[config.mk]
export PLATFORM = sky130hd
export DESIGN_NAME = aes_pipe_ctrl
export DESIGN_NICKNAME = d
export VERILOG_FILES = /design/src/rtl/aes_pipe_ctrl.sv
export SDC_FILE = /design/constraint.sdc
export NUM_CORES = 2
export LEC_CHECK = 0
export BUFFER_PORTS_ARGS = -buffer_cell sky130_fd_sc_hd__buf_2
export CAP_MARGIN = 20
export CORE_ASPECT_RATIO = 0.9
export CORE_MARGIN = 10
export CORE_UTILIZATION = 28
export CTS_CLUSTER_DIAMETER = 50
export DETAILED_ROUTE_END_ITERATION = 6
export HOLD_SLACK_MARGIN = 0.08
export PLACE_DENSITY = 0.49
export SLEW_MARGIN = 10
export SYNTH_ARGS = -nofsm -noshare
export SYNTH_HDL_FRONTEND = slang
export SYNTH_SLANG_ARGS = --single-unit
export TNS_END_PERCENT = 1
[constraint.sdc]
create_clock -name clk -period 20.7 [get_ports clk]
set_input_delay 0 -clock clk [delete_from_list [all_inputs] [get_ports clk]]
set_output_delay 0 -clock clk [all_outputs]
set_load 0.03 [all_outputs]
[src/rtl/aes_pipe_ctrl.sv]
// Flow controller for a fixed-latency pipelined AES-128 core: key load/settle FSM,
// credit-based input admission, in-flight tracking and a FWFT result FIFO.
module aes_pipe_ctrl #(
    parameter int LAT     = 11,
    parameter int DEPTH   = 16,
    parameter int KEY_LAT = 11
) (
    input  logic         clk,
    input  logic         rst_n,
    input  logic         in_valid,
    output logic         in_ready,
    input  logic [127:0] in_data,
    input  logic         key_valid,
    output logic         key_ready,
    input  logic [127:0] key_in,
    output logic         out_valid,
    input  logic         out_ready,
    output logic [127:0] out_data,
    output logic [127:0] core_data_in,
    output logic [127:0] core_key,
    input  logic [127:0] core_data_out,
    output logic         busy
);

    localparam int IW = $clog2(LAT + 1);
    localparam int CW = $clog2(DEPTH + 1);
    localparam int PW = (DEPTH > 1) ? $clog2(DEPTH) : 1;
    localparam int SW = $clog2(KEY_LAT + 1);

    typedef enum logic [1:0] {KEYWAIT, RUN, DRAIN, SETTLE} state_t;

    state_t          state;
    state_t          state_nxt;
    logic [SW-1:0]   settle_cnt;
    logic [LAT-1:0]  vld_pipe;
    logic [IW-1:0]   inflight;
    logic [CW-1:0]   fifo_count;
    logic [PW-1:0]   wr_ptr;
    logic [PW-1:0]   rd_ptr;
    logic [127:0]    fifo_mem [DEPTH];
    logic [CW:0]     credit_used;
    logic            in_fire;
    logic            key_fire;
    logic            core_wr;
    logic            fifo_rd;

    function automatic logic [PW-1:0] ptr_inc(input logic [PW-1:0] p);
        if (p == PW'(DEPTH - 1)) return '0;
        return p + PW'(1);
    endfunction

    // Every admitted block already owns a FIFO slot, so the core never has to stall.
    assign credit_used = (CW+1)'(inflight) + (CW+1)'(fifo_count);
    assign in_fire     = in_valid & in_ready;
    assign key_fire    = key_valid & key_ready;
    assign core_wr     = vld_pipe[LAT-1];
    assign out_valid   = (fifo_count != '0);
    assign fifo_rd     = out_valid & out_ready;
    assign out_data    = fifo_mem[rd_ptr];
    assign busy        = (state != RUN) || (inflight != '0) || (fifo_count != '0);

    always_comb begin
        state_nxt = state;
        in_ready  = 1'b0;
        key_ready = 1'b0;
        case (state)
            KEYWAIT: begin
                key_ready = 1'b1;
                if (key_valid) state_nxt = SETTLE;
            end
            SETTLE: begin
                if (settle_cnt <= SW'(1)) state_nxt = RUN;
            end
            RUN: begin
                in_ready = (credit_used < (CW+1)'(DEPTH));
                if (key_valid) state_nxt = DRAIN;
            end
            DRAIN: begin
                // Old-key blocks must leave the core before the key may change.
                key_ready = (inflight == '0);
                if (key_valid && (inflight == '0)) state_nxt = SETTLE;
            end
            default: state_nxt = KEYWAIT;
        endcase
    end

    // Control, key and core-input registers
    always_ff @(posedge clk or negedge rst_n) begin
        if (!rst_n) begin
            state        <= KEYWAIT;
            settle_cnt   <= '0;
            vld_pipe     <= '0;
            inflight     <= '0;
            core_key     <= '0;
            core_data_in <= '0;
        end else begin
            state    <= state_nxt;
            vld_pipe <= (vld_pipe << 1) | LAT'(in_fire);
            if (key_fire) begin
                core_key   <= key_in;
                settle_cnt <= SW'(KEY_LAT);
            end else if ((state == SETTLE) && (settle_cnt != '0)) begin
                settle_cnt <= settle_cnt - SW'(1);
            end
            if (in_fire) core_data_in <= in_data;
            if (in_fire && !core_wr) begin
                inflight <= inflight + IW'(1);
            end else if (!in_fire && core_wr) begin
                inflight <= inflight - IW'(1);
            end
        end
    end

    // Result FIFO bookkeeping
    always_ff @(posedge clk or negedge rst_n) begin
        if (!rst_n) begin
            wr_ptr     <= '0;
            rd_ptr     <= '0;
            fifo_count <= '0;
        end else begin
            if (core_wr) wr_ptr <= ptr_inc(wr_ptr);
            if (fifo_rd) rd_ptr <= ptr_inc(rd_ptr);
            if (core_wr && !fifo_rd) begin
                fifo_count <= fifo_count + CW'(1);
            end else if (!core_wr && fifo_rd) begin
                fifo_count <= fifo_count - CW'(1);
            end
        end
    end

    always_ff @(posedge clk) begin
        if (core_wr) fifo_mem[wr_ptr] <= core_data_out;
    end

endmodule

==> run_results.csv <==
group,metric,value,unit
power_and_ir_drop,p_int,10.5,mW
timing,worst-slew-pin-transition,1110,ps
timing,finClkSkew,40.7,ps
yosys,ys_seq_area_share,77.1,%
clock_tree,clockBufferDepth,4,
timing,period_share,27.4,%
yosys,synth_ff_type,"edfxtp_1",
floorplanning,coreArea,317000,sq um
placed_design,port_buffers,776,
timing,maxSlewViolCount,0,
grt,antenna_found_initial,53,
yosys,synth-edff-count,2048,
drt,wl_per_cell,26.7,um
floorplanning,die_area,342000,sq um
grt,grt_pass1_wl,404000,um
finish,syn_to_final_growth,30.8,%
floorplanning,start_util,28.1,%
clock_tree,clkTransAtPathRegs,50,ps
critical_path,critPathCaptureType,"output port",
drt,drt_iter0_drc,3870,
yosys,synth_common_cells,"edfxtp_1 (2048), mux2i_1 (502), dfrtp_1 (290), mux4_2 (262), a221oi_1 (250)",
floorplanning,die_y,555,um
timing,max-slew-margin-rel,25.7,%
clock_tree,clock_latency,870,ps
grt,gr-total-overflow,0,
timing,setup_viol_count_final,0,
placed_design,dp_hpwl,157000,um
timing,finalHoldViolations,0,
power_and_ir_drop,power.leakage,41.7,nW
finish,fill_cells,29231,
floorplanning,ioPinCount,777,
yosys,synth_fp_nets,4779,
critical_path,required,20700,ps
drt,drc,0,
power_and_ir_drop,power.share.clock,31.7,%
yosys,synth-simple-area-share,0.817,%
critical_path,start_kind,"register",
timing,fin_tns_setup,0,ps
critical_path,cpMostUsedCell,"buf_4",
clock_tree,cts_resized,0,
yosys,synth_compound_area_share,4.51,%
drt,routed_via_density,4.72,
yosys,synth-seq-cells,2338,
power_and_ir_drop,ir_drop,0.000114,V
drt,ant_nets,0,
drt,vias,50245,
timing,finalCriticalPeriod,5670,ps
critical_path,worstPathMaxFanout,105,
power_and_ir_drop,swShare,35.6,%
floorplanning,die_width,615,um
floorplanning,row_count,196,
power_and_ir_drop,comb_power_share,33.4,%
yosys,synth_top_family_by_area,"multiplexers",
drt,wl,284000,um
yosys,synthTopCellsByArea,"edfxtp_1 (69%), dfrtp_1 (8.1%), mux4_2 (6.6%)",
yosys,yosysWarnings,0,
finish,drive_above_1_share,29.3,%
yosys,synth_top_area_share,69.0,%
yosys,synth_area_leader_cell,"edfxtp_1",
power_and_ir_drop,pwr-share-seq,34.9,%
yosys,netlist-cell-type-count,46,
placed_design,gp_congestion,0.912,
yosys,syn-cell-area,89200,sq um
run_status,status,"completed",
timing,rsz0062_at_grt,"no",
grt,grt_max_degree,152,
clock_tree,cts_post_setup_buffers_inserted,0,
clock_tree,cts.htree.levels,5,
yosys,muxShareOfSynthArea,15.8,%
min_path,hold_path.class,"input pin to register",
finish,fin_util,36.8,%
power_and_ir_drop,p_switching,5.80,mW
critical_path,crit_slowest_cell,"dfrtp_4",
yosys,synth_most_common_cell,"edfxtp_1",
critical_path,r2r_slack,16910,ps
timing,fmax,0.177,GHz
grt,grtUsageTotal,16.0,%
critical_path,arrival,5670,ps
clock_tree,cts_buffers,295,
yosys,synth_xor_area_share,0.128,%
clock_tree,cts_tree,"built",
finish,fin_nets,6534,
critical_path,crit_type,"register to output port",
grt,grt_pass1_vias,52390,
power_and_ir_drop,p_per_area,139,nW/um^2
yosys,syn_avg_cell_area,20.4,sq um
yosys,synthAdderAreaFrac,0.283,%
critical_path,crit_chain,"buf_4, buf_12, buf_4, buf_16, mux4_2, a22oi_1, nand2_1, buf_2",
yosys,async_reset_ff_share,12.4,%
clock_tree,cts.sinks,2338,
job,max-cap-violations,0,
clock_tree,cts-root-buf,"clkbuf_16",
drt,first_pass_iters,5,
yosys,syn_inst,4371,
clock_tree,hold_buffers,842,
critical_path,critPathMaxStageDelay,900,ps
==> power groups by stage <==
stage | sequential (mW) | clock (mW) | combinational (mW)
finish | 5.67 | 5.16 | 5.44
floorplan | 6.16 | 0 | 3.00
detailed placement | 5.75 | 0 | 5.28
global placement | 5.74 | 0 | 5.27
CTS | 5.66 | 5.29 | 5.51
global route | 5.70 | 5.48 | 5.79
==> stage by stage <==
stage	hold WS, ps	worst slack [ps]	total power, mW	cells	instance area [sq um]
2_1_floorplan	-296	10510	9.16	4371	89200
3_3_place_gp	20.9	15740	11.0	9241	98200
3_5_place_dp	21.3	15700	11.0	9241	98200
4_1_cts	92.2	14670	16.5	10613	117000
5_1_grt	121	14560	17.0	10630	117000
6_report	174	15030	16.3	10641	117000
==> metal layers <==
metal | GRT usage [%] | wire (um) | vias to the layer above
met4 | 5.23 | 9830 | 24
met5 | 0 | 143 | -
li1 | - | - | 21666
met2 | 27.5 | 141000 | 1667
met1 | 19.9 | 115000 | 26415
met3 | 3.58 | 17400 | 473
==> cell usage in the layout (no fill, tap or decap), drive strengths merged, types with 126 or more instances in the layout <==
cell,instances
clkbuf,344
buf,862
dlygate4sd3,841
a221oi,250
dfrtp,290
edfxtp,2048
mux2,260
mux4,262
a22oi,126
mux2i,502
o21ai,134
nand2,140
==> logic make-up after synthesis <==
family / after synthesis
flip-flops: 2338
buffers and inverters: 257
AND/OR/NAND/NOR: 178
AO/OA/AOI/OAI: 542
multiplexers: 1024
XOR/XNOR: 13
adder cells (fa/ha/maj): 19
==> critical path, delay by kind of cell (launching register included) <==
| kind | cells | cell delay (ps) |
|---|---|---|
| flip-flops | 1 | 900 |
| multiplexers | 1 | 540 |
| buffers and inverters | 5 | 2550 |
| AND/OR/NAND/NOR | 1 | 220 |
| AO/OA/AOI/OAI | 1 | 200 |
==> path summary, 6_finish.rpt <==
path | start | end | cells past startpoint
max in group asynchronous | rst_n | core_key[112]$_DFFE_PN0P_ | 5
max | rd_ptr[0]$_DFFE_PN0P_ | out_data[73] | 8
min | core_data_out[19] | fifo_mem[1][19]$_DFFE_PP_ | 2
min reg2reg | vld_pipe[0]$_DFF_PN0_ | vld_pipe[1]$_DFF_PN0_ | 0
min in group asynchronous | rst_n | rd_ptr[1]$_DFFE_PN0P_ | 4
max reg2reg | wr_ptr[0]$_DFFE_PN0P_ | fifo_mem[14][52]$_DFFE_PP_ | 6
==> layout make-up <==
cell class              count  area [sq um]  area share (%)
clock inverters           186          2190            1.88
diodes                     25          62.6          0.0536
flip-flops and latches   2338         68800            58.9
inverters                  12          52.6          0.0450
repair buffers           1703         13200            11.3
multi-input cells        1776         19400            16.6
well taps                4257          5330            4.57
clock buffers             344          7710            6.61
==> registers in the layout, summed over array words and instances (netlist names) <==
signal,flops
fifo_mem,2048
settle_cnt,4
rd_ptr,4
wr_ptr,4
state,2
inflight,4
core_key,128
fifo_count,5
vld_pipe,11
core_data_in,128
No activity file was read; power rests on OpenSTA's default activity.
